$ cat src/rtl/fft_seq_ctrl.sv
// Sequencer for the 256-point radix-2 DIT FFT: load, 8x128 butterfly issue with drain barriers, unload.
// Optional macro FFT_SEQ_INVERSE_EN adds the inverse input and the tw_conj output.
module fft_seq_ctrl #(
    parameter int BF_LAT = 4
) (
    input  logic       clk,
    input  logic       rst_n,
    input  logic       start,
    input  logic       abort,
    output logic       busy,
    output logic       done,
    output logic       load_start,
    input  logic       load_done,
    output logic       bf_valid,
    output logic [7:0] bf_x1_addr,
    output logic [7:0] bf_x2_addr,
    output logic [6:0] bf_tw_addr,
    output logic [2:0] bf_stage,
    output logic       out_start,
`ifdef FFT_SEQ_INVERSE_EN
    input  logic       out_done,
    input  logic       inverse,
    output logic       tw_conj
`else
    input  logic       out_done
`endif
);

    localparam logic [2:0] IDLE   = 3'd0;
    localparam logic [2:0] LOAD   = 3'd1;
    localparam logic [2:0] CALC   = 3'd2;
    localparam logic [2:0] DRAIN  = 3'd3;
    localparam logic [2:0] UNLOAD = 3'd4;
    localparam logic [2:0] FIN    = 3'd5;

    localparam logic [3:0] DRAIN_LAST = 4'(BF_LAT - 1);

    logic [2:0] state_q, state_d;
    logic [2:0] s_q, s_d;
    logic [6:0] b_q, b_d;
    logic [3:0] drain_q, drain_d;

    logic       busy_q, busy_d;
    logic       done_q, done_d;
    logic       load_start_q, load_start_d;
    logic       bf_valid_q, bf_valid_d;
    logic       out_start_q, out_start_d;
    logic [7:0] x1_q, x1_d;
    logic [7:0] x2_q, x2_d;
    logic [6:0] tw_q, tw_d;
    logic [2:0] stage_q, stage_d;

    logic [7:0] half_w;
    logic [6:0] j_w;
    logic [7:0] g_w;
    logic [7:0] x1_w;

    always_comb begin
        state_d = state_q;
        s_d     = s_q;
        b_d     = b_q;
        drain_d = drain_q;
        case (state_q)
            IDLE:   if (start) state_d = LOAD;
            LOAD: begin
                if (load_done) begin
                    state_d = CALC;
                    s_d     = 3'd0;
                    b_d     = 7'd0;
                end
            end
            CALC: begin
                if (b_q == 7'd127) begin
                    state_d = DRAIN;
                    b_d     = 7'd0;
                    drain_d = 4'd0;
                end else begin
                    b_d = b_q + 7'd1;
                end
            end
            DRAIN: begin
                if (drain_q == DRAIN_LAST) begin
                    if (s_q == 3'd7) begin
                        state_d = UNLOAD;
                    end else begin
                        state_d = CALC;
                        s_d     = s_q + 3'd1;
                    end
                end else begin
                    drain_d = drain_q + 4'd1;
                end
            end
            UNLOAD: if (out_done) state_d = FIN;
            FIN: begin
                state_d = IDLE;
                s_d     = 3'd0;
            end
            default: state_d = IDLE;
        endcase
        if (abort) begin
            state_d = IDLE;
            s_d     = 3'd0;
            b_d     = 7'd0;
            drain_d = 4'd0;
        end
    end

    // Outputs are registered from the next state so each appears in the cycle its state begins.
    always_comb begin
        busy_d       = (state_d != IDLE);
        load_start_d = (state_d == LOAD);
        bf_valid_d   = (state_d == CALC);
        done_d       = (state_d == FIN);
        out_start_d  = (state_d == UNLOAD) && (state_q != UNLOAD);

        half_w = 8'd1 << s_d;
        j_w    = b_d & 7'(half_w - 8'd1);
        g_w    = {1'b0, b_d} >> s_d;
        x1_w   = (g_w << ({1'b0, s_d} + 4'd1)) | {1'b0, j_w};

        x1_d    = x1_q;
        x2_d    = x2_q;
        tw_d    = tw_q;
        stage_d = stage_q;
        if (state_d == CALC) begin
            x1_d    = x1_w;
            x2_d    = x1_w + half_w;
            tw_d    = j_w << (3'd7 - s_d);
            stage_d = s_d;
        end
    end

    always_ff @(posedge clk) begin
        if (!rst_n) begin
            state_q      <= IDLE;
            s_q          <= 3'd0;
            b_q          <= 7'd0;
            drain_q      <= 4'd0;
            busy_q       <= 1'b0;
            done_q       <= 1'b0;
            load_start_q <= 1'b0;
            bf_valid_q   <= 1'b0;
            out_start_q  <= 1'b0;
            x1_q         <= 8'd0;
            x2_q         <= 8'd0;
            tw_q         <= 7'd0;
            stage_q      <= 3'd0;
        end else begin
            state_q      <= state_d;
            s_q          <= s_d;
            b_q          <= b_d;
            drain_q      <= drain_d;
            busy_q       <= busy_d;
            done_q       <= done_d;
            load_start_q <= load_start_d;
            bf_valid_q   <= bf_valid_d;
            out_start_q  <= out_start_d;
            x1_q         <= x1_d;
            x2_q         <= x2_d;
            tw_q         <= tw_d;
            stage_q      <= stage_d;
        end
    end

    assign busy       = busy_q;
    assign done       = done_q;
    assign load_start = load_start_q;
    assign bf_valid   = bf_valid_q;
    assign out_start  = out_start_q;
    assign bf_x1_addr = x1_q;
    assign bf_x2_addr = x2_q;
    assign bf_tw_addr = tw_q;
    assign bf_stage   = stage_q;

`ifdef FFT_SEQ_INVERSE_EN
    // Transform direction is captured once per frame, at start acceptance.
    logic inv_q, inv_d;
    logic tw_conj_q, tw_conj_d;

    always_comb begin
        inv_d = inv_q;
        if (state_q == IDLE && state_d == LOAD) inv_d = inverse;
        tw_conj_d = (state_d != IDLE) ? inv_d : 1'b0;
    end

    always_ff @(posedge clk) begin
        if (!rst_n) begin
            inv_q     <= 1'b0;
            tw_conj_q <= 1'b0;
        end else begin
            inv_q     <= inv_d;
            tw_conj_q <= tw_conj_d;
        end
    end

    assign tw_conj = tw_conj_q;
`endif

endmodule
$ cat config.mk
export PLATFORM = sky130hd
export DESIGN_NAME = fft_seq_ctrl
export DESIGN_NICKNAME = d
export VERILOG_FILES = /design/src/rtl/fft_seq_ctrl.sv
export SDC_FILE = /design/constraint.sdc
export NUM_CORES = 1
export LEC_CHECK = 0
export ABC_AREA = 1
export ABC_CLOCK_PERIOD_IN_PS = 4910
export CORE_ASPECT_RATIO = 2
export CORE_MARGIN = 5
export CORE_UTILIZATION = 50
export DETAILED_ROUTE_END_ITERATION = 10
export PLACE_DENSITY = 0.72
export SLEW_MARGIN = 20
export SYNTH_ARGS = -nofsm -noshare
export SYNTH_HDL_FRONTEND = slang
export SYNTH_SLANG_ARGS = --single-unit
$ cat constraint.sdc
create_clock -name clk -period 4.91 [get_ports clk]
set_input_delay 0.982 -clock clk [delete_from_list [all_inputs] [get_ports clk]]
set_output_delay 0.982 -clock clk [all_outputs]
set_load 0.01 [all_outputs]
# Yosys cells after proc, flatten, opt, wreduce, memory -nomap -nowiden

Index checks and enable logic that the tools add are counted.

Add/sub/neg operators: 7
Equality and inequality tests: 15
Shift-type cells: 4
Muxes and demuxes: 20
Bitwise logic cells: 3
Reductions and logical operators: 6

Operators with widths:

| kind                | count |
|---|---|
| $mux 3              | 11 |
| $mux 7              | 3 |
| $eq 3x3->1 const B  | 5 |
| $pmux 3 s5          | 1 |
| $pmux 7 s2          | 1 |
| $eq 3x2->1 const B  | 3 |
| $pmux 3 s3          | 1 |
| $add 8x8->8         | 1 |
| $mux 4              | 2 |
| $or 8x7->8          | 1 |
| $pmux 4 s2          | 1 |
| $shl 1x3->8 const A | 1 |
| $shl 8x4->8         | 1 |
| $shr 7x3->8         | 1 |
| $add 7x1->7 const B | 1 |
| $and 7x7->7         | 1 |
| $eq 7x7->1 const B  | 1 |
| $shl 7x3->7         | 1 |
| $sub 7x1->7 const B | 1 |
| $eq 3x1->1 const B  | 2 |
| $add 3x1->4 const B | 1 |
| $add 4x1->4 const B | 1 |
| $eq 4x2->1 const B  | 1 |
| $ne 2x2->1 const B  | 2 |
| 10 further kinds    | 10 |

Flip-flop bits (word level): 48
Output and inout bits: 31

# Depth between registers and ports, before layout

Word-level depth: 10
Mapped depth: 30

# Least setup slack after synthesis

OpenSTA, ideal clock, no wires.

Kind: input-to-reg
Start: input abort
End: register x2_q[5] (netlist: bf_x2_addr[5])
Arrival: 4.092 ns
Data required time: 4.797 ns
Path slack: 0.705 ns
Stages on the path: 20
Buffers on the path: 2
Path through: clkbuf_1 > inv_1 > nand2_1 > clkbuf_1 > ha_1 > inv_1 > nor2_1 > inv_1 > ha_1 > xnor2_1 > o21ai_0 > ha_1 > a21oi_1 > and2_1 > inv_1 > a21oi_1 > o21ai_1 > or2_1 > nand3_1 > nand2_1

Cells in the longest elaborated chain, start to end: 6
Elaborated cells on any way between the ends: 12
Those cells by class: add/sub (3); eq/ne (1); shift (3); mux (3); bitwise (2)

Ends and longest elaborated chain:

| what                 | line | text |
|---|---|---|
| from (decl)          | 9    | `input logic abort,` |
| $mux 3               | 100  | `if (abort) begin` |
| $shl 1x3->8          | 116  | `half_w = 8'd1 << s_d;` |
| $sub 7x1->7          | 117  | `j_w = b_d & 7'(half_w - 8'd1);` |
| $and 7x7->7          | 117  |  |
| $or 8x7->8 (*)       | 119  | `x1_w = (g_w << ({1'b0, s_d} + 4'd1)) \| {1'b0, j_w};` |
| via x1_w[2]          | 56   | `logic [7:0] x1_w;` |
| $add 8x8->8 (*)      | 127  | `x2_d = x1_w + half_w;` |
| to (signal assigned) | 145  | `x2_q <= 8'd0;` |
| to (signal assigned) | 159  | `x2_q <= x2_d;` |
| to (decl)            | 49   | `logic [7:0] x2_q, x2_d;` |

Mark *: on every way through the listed nets, which the timed path passes. The rest lies on a longest branch.
A chain may end at the register's enable or synchronous reset.

# Worst setup path in the final report

Start: input load_done
End: register x2_q[5] (netlist: bf_x2_addr[5])

Cells in the longest elaborated chain, start to end: 8
Elaborated cells on any way between the ends: 18
Those cells by class: add/sub (3); eq/ne (1); shift (3); mux (9); bitwise (2)

Ends and longest elaborated chain:

| what            | line | text |
|---|---|---|
| from (decl)     | 13   | `input logic load_done,` |
| $mux 3          | 66   | `if (load_done) begin` |
| $pmux 3 s3      | 63   | `case (state_q)` |
| $mux 3          | 100  |  |
| $shl 1x3->8     | 116  |  |
| $sub 7x1->7     | 117  |  |
| $and 7x7->7     | 117  |  |
| $or 8x7->8 (*)  | 119  |  |
| via x1_w[2]     | 56   |  |
| $add 8x8->8 (*) | 127  |  |

Marked as above.

==> out/metrics.cfg <==
[setup_path]
cp_cell_sequence=clkdlybuf4s50_1 -> inv_1 -> nand3_2 -> nand2_1 -> nand2_1 -> nand2_4 -> nand2_2 -> clkinv_1 -> ha_1 -> inv_1 -> nor2_1 -> inv_1 -> ha_1 -> xnor2_1 -> o21ai_0 -> ha_1 -> a21oi_1 -> and2_1 -> inv_1 -> a21oi_1 -> o21ai_1 -> or2_1 -> nand3_1 -> nand2_1
path_delay_family=simple AND/OR/NAND/NOR gates
crit_type=in -> reg
critPathArrivalTime_ps=4650
crit_buf_inv=6
cp.depth=24
crit_top_cell=inv_1
worstRegToRegCells=24
required_ps=5110
cp-end-kind=flop
worst_setup_path_start_kind=input pin
crit_slowest_cell=clkdlybuf4s50_1
max_stage_delay_ps=420
path_max_fanout=9

[place]
port_buffers=36
dp_hpwl_mm=7.76
dp_cells=609
place.gp.congestion=0.927
dpl_worst_slack_ps=173

[cts]
clkLatencyLatePin_ps=300
cts_buffer_depth=2
cts_tree=done
cts_root_buf=clkbuf_16
cts_setup_buffers=0
cts.reportedPaths.clkPinSlew_ps=70
cts_resized=0
numCtsBuffers=5
clkSinkCount=48
cts_hold_buf=0
h-tree-depth=2

[global_routing]
antenna_found_initial=0
use_met3_pct=2.82
grt_pass1_vias=3394
gr-usage-met2_pct=47.7
grt_usage_pct=24.7
grt_overflow=0
grt_use_met1_pct=21.7
grt_pass1_wl_mm=15.3
grt-busiest-layer=met2
grt_start_max_net_pins=26

[hold_path]
worstHoldPathCells=2
min_path_type=reg -> reg

[synthesis]
synth_top_family_by_area=simple AND/OR/NAND/NOR gates
synthAdderAreaFrac_pct=6.90
synth.distinct_cells=43
synth_edf_count=0
synth_top_area_share_pct=30.1
synth_area_leader_cell=dfxtp_1
synth-seq-cells=48
synth_simple_gate_area_share_pct=36.5
synthXorXnorAreaFrac_pct=2.20
synth_ff_type=dfxtp_1
syn_inst=486
muxShareOfSynthArea_pct=0.314
synth_compound_area_share_pct=14.5
synth.area.top_cells=dfxtp_1 30%, nand2_1 12%, nand3_1 11%
synth.yosys.warnings=0
seq_area_frac_synth_pct=30.1
avgSynthCellArea_um2=6.57
synthesis.nets=509
syn_area_um2=3190
async_reset_ff_share_pct=0

[outcome]
status=complete, no violations

[layout]
synthToLayoutAreaGrowth_pct=20.8
n_fill_cell=619
fin_cells=617
drive_gt1_share_pct=10.2
fin_nets=553
num_antenna_cells=0
fin_util_pct=61.6

[timing]
fin_crit_ps=4460
setup_violations=0
worst_slew_pin_slew_ps=535
timing.final.ws_setup_ps=453
finalClockSkew_ps=5.96
fmax_mhz=224
min_period_over_period_pct=90.8
holdWs_ps=470
tns_ps=0
finalHoldViolCount=0
finalMaxSlewViolations=0
rsz0062_at_grt=false
maxSlewHeadroom_pct=64.2

[die]
dieArea_um2=8180
initial_core_util_pct=51.0
core-area_um2=6260
die_height_um=123
dieWidth_um=66.5
io_pins=37
row_count=41

[pwr]
vdd_drop_max_mv=0.167
internal_power_uw=618
power_switching_uw=186
power.leakage_uw=0.00170
swShare_pct=23.1
p_per_area_nw_per_um2=208
power.share.clock_pct=44.3
power_frac_comb_pct=6.2
seqPwrFrac_pct=49.5

[routing]
drt_iter0_drc=163
vias=3351
avgViaCountPerCell=5.43
drc=0
wl_per_cell_um=15.4
drtAntennaViolNets=0
first_pass_iters=4
wirelength_mm=9.48

[job]
drv_cap=0

cell usage after synthesis (2+ instances only):
library cell and instances:
a21oi_1 29, a31oi_1 6, buf_2 3, buf_4 2
buf_6 2, clkbuf_1 8, clkinv_1 2, dfxtp_1 48
ha_1 16, inv_1 47, inv_2 9, nand2_1 102
nand2_2 5, nand2_4 2, nand3_1 67, nand3_2 5
nand4_1 9, nor2_1 51, nor2_2 2, nor3_1 2
o21ai_0 29, o21ai_1 7, o21bai_1 2, o22ai_1 3
o31ai_1 2, or2_2 3, xnor2_1 4, xor2_1 4
final cells by class:
type	instances	area [um2]	share of cell area, %
multi-input combinational	364	1930	50.0
sequential	48	961	24.9
timing repair buffer	53	488	12.7
inverter	58	218	5.65
clock buffer	6	139	3.60
tap	86	108	2.79
clock inverter	2	15.0	0.389
worst paths after layout:
path	start	end	slack, ps
max	load_done	bf_x2_addr[5]$_SDFFE_PN0P_	450
min	bf_x2_addr[1]$_SDFFE_PN0P_	bf_x2_addr[1]$_SDFFE_PN0P_	470
max reg2reg	drain_q[0]$_SDFFE_PP0P_	bf_x2_addr[5]$_SDFFE_PN0P_	850
min reg2reg	bf_x2_addr[1]$_SDFFE_PN0P_	bf_x2_addr[1]$_SDFFE_PN0P_	470
worst register-to-register path, cell delays in order, from the launching register on:
cell and delay, ps:
dfxtp_1 340, ha_1 240, nand2_1 210, inv_1 110, nand2_1 90, nand3_1 130
nand2_4 160, nand2_2 130, clkinv_1 140, ha_1 160, inv_1 50, nor2_1 180
inv_1 90, ha_1 230, xnor2_1 260, o21ai_0 170, ha_1 360, a21oi_1 130
and2_1 170, inv_1 70, a21oi_1 140, o21ai_1 100, or2_1 210, nand3_1 60
nand2_1 50
cells in the final DEF (no fill, tap or decap), drive strengths merged:
cell,synthesis,final
clkdlybuf4s50,0,36
o21bai,2,2
nor3,3,3
or2,4,4
dfxtp,48,48
o311ai,1,1
xnor2,4,4
clkbuf,8,6
fa,1,1
xor2,4,4
nand4,9,9
o221ai,1,1
o21ai,36,36
clkinv,2,2
nor2,54,54
nand3,72,72
nand2,109,109
and3,1,1
a22oi,1,1
o31ai,2,2
and2,1,1
mux2i,1,1
o211a,1,1
a21oi,30,30
inv,56,56
o22ai,3,3
ha,16,16
o211ai,1,1
clkinvlp,0,2
a31oi,6,6
or3,1,1
buf,8,17
cells by family after synthesis:
logic type | Yosys count
and+or+nand+nor | 254
adders and majority gates | 17
AOI/OAI and AO/OA | 84
DFF | 48
buffers and inverters | 74
muxes | 1
xor gates and xnor gates | 8
metrics by stage:
stage               instance area, um2  power (uW)
finish                            3850         803
global route                      3850         829
CTS                               3850         809
detailed placement                3700         456
global placement                  3700         456
floorplan                         3190         432
power groups by stage:
stage	logic [uW]	registers, uW	clock network [uW]
2_1_floorplan	23.2	408	0
3_3_place_gp	49.6	407	0
3_5_place_dp	49.5	407	0
4_1_cts	50.0	398	361
5_1_grt	54.5	398	376
6_report	49.4	398	356
layer usage:
layer,part of all wire [%],vias to the layer above
li1,-,1698
met1,34,1531
met2,57,81
met3,2.7,41
met4,6.7,0
met5,0,-
flip-flops by register name (all words and copies together), names as in the netlist:
register and count:
state_q 3, load_start 1, b_q 7, out_start 1, drain_q 4, bf_stage 3, done 1, s_q 3
bf_x2_addr 8, bf_valid 1, bf_x1_addr 8, busy 1, bf_tw_addr 7
Note: power is estimated with default switching activity, not from simulation.
==> edit, RTL diff (same settings) <==
`b_q`, `x1_q`, `x2_q` and `tw_q` no longer have a reset.
--- a/src/rtl/fft_seq_ctrl.sv
+++ b/src/rtl/fft_seq_ctrl.sv
@@ -135,5 +135,4 @@
             state_q      <= IDLE;
             s_q          <= 3'd0;
-            b_q          <= 7'd0;
             drain_q      <= 4'd0;
             busy_q       <= 1'b0;
@@ -142,12 +141,8 @@
             bf_valid_q   <= 1'b0;
             out_start_q  <= 1'b0;
-            x1_q         <= 8'd0;
-            x2_q         <= 8'd0;
-            tw_q         <= 7'd0;
             stage_q      <= 3'd0;
         end else begin
             state_q      <= state_d;
             s_q          <= s_d;
-            b_q          <= b_d;
             drain_q      <= drain_d;
             busy_q       <= busy_d;
@@ -156,9 +151,13 @@
             bf_valid_q   <= bf_valid_d;
             out_start_q  <= out_start_d;
-            x1_q         <= x1_d;
-            x2_q         <= x2_d;
-            tw_q         <= tw_d;
             stage_q      <= stage_d;
         end
+    end
+
+    always_ff @(posedge clk) begin
+        b_q  <= b_d;
+        x1_q <= x1_d;
+        x2_q <= x2_d;
+        tw_q <= tw_d;
     end
 
Check against the original RTL: differs if rst_n is asserted again (counterexample within 4 cycles, from zero or initial values and one cycle with rst_n low); with rst_n held inactive, the same outputs for 10 cycles.
==> edit against the unedited design <==
Fmax grew 1.1%. Sequential cell count is the same. Critical path depth grew 1. Utilization shrank 0.48 points. Total power grew 6.9%. Area after synthesis shrank 1.4%. Hold slack gained 49 ps. Combinational power shrank 19%. Register-to-register slack gained 130 ps. Setup slack gained 47 ps. Design area shrank 1.6%. Routed wire length shrank 23%. Highest routed layer unchanged. Critical endpoint is now bf_x2_addr[6]$_DFFE_PP_.
==> edit: results (changes against the unedited design) <==
vias: 2924  # -13%
ys_seq_area_frac: 0.3784  # +0.07732
synth_compound_area_frac: 0.09936  # -0.04568
ys_types: 41  # -4.7%
skew_ps: 8.210  # +2.246 ps
syn_inst: 427  # -12%
use_met2: 0.3267  # -0.1500
outcome: "complete, no violations"
synth_edf_count: 23  # +23
drive_gt1_frac: 0.1023  # +0.0006505
wl_met3_um: 269  # +5.9%
cp_slowest_cell: "fa_1"
slowest_delay_ps: 470  # +50 ps
synthAdderAreaFrac: 0.06995  # +0.0009598
globalplace.congestion: 0.9129  # -1.5%
p_comb_frac: 0.047  # -0.015
vias_per_cell: 5.268  # -3.0%
pre_cts_ws_ps: 243.3  # +70.02 ps
sw_frac_of_total: 0.1998  # -0.03120
leakagePower_nw: 1.675  # -1.2%
avgRoutedWirePerCell_um: 13.18  # -14%
layout.nets: 491  # -11%
wl_met1_mm: 3.191  # -0.84%
synthTopCellsByCount: "nand2_1 (108), nand3_1 (55), inv_1 (45)"
worstPathArrival_ps: 4460  # -190 ps
synthXorXnorAreaFrac: 0.02504  # +0.003088
grt_use_met1: 0.2391  # +0.02184
synthMuxAreaShare: 0  # -0.003136
track_usage: 0.1981  # -0.04881
worst_slew_pin_slew_ps: 481.0  # -54.50 ps
dpl_cell_area_um2: 3616  # -2.3%
place_inst: 547  # -10%
drtIter0Drc: 126  # -23%
## edit: cell types whose count changed in the layout (fill, tap and decap cells not counted), sizes merged, moves of 3 or more
cell	unedited run	this run
a21oi	30	19
xor2	4	8
buf	17	7
nor2	54	44
nand3	72	62
edfxtp	0	23
a31oi	6	1
nand4	9	4
o21ai	36	23
dfxtp	48	25
nand2	109	116
xnor2	4	1
## edit: area by class of cell
type	count	area, µm²
clock buffer	8	177.7
fill	594	2414
inverter	54	205.2
multi-input combinational	316	1699
sequential	48	1191
tap	86	107.6
timing repair buffer	43	412.9
## edit: worst paths after layout
check	start	to	slack [ps]	cells past startpoint
setup / recovery	load_done	bf_x2_addr[6]$_DFFE_PP_	500	25
hold / removal	drain_q[3]$_SDFFE_PP0P_	drain_q[3]$_SDFFE_PP0P_	520	2
setup reg to reg	s_q[1]$_SDFF_PN0_	bf_x2_addr[6]$_DFFE_PP_	980	26
hold reg to reg	drain_q[3]$_SDFFE_PP0P_	drain_q[3]$_SDFFE_PP0P_	520	2
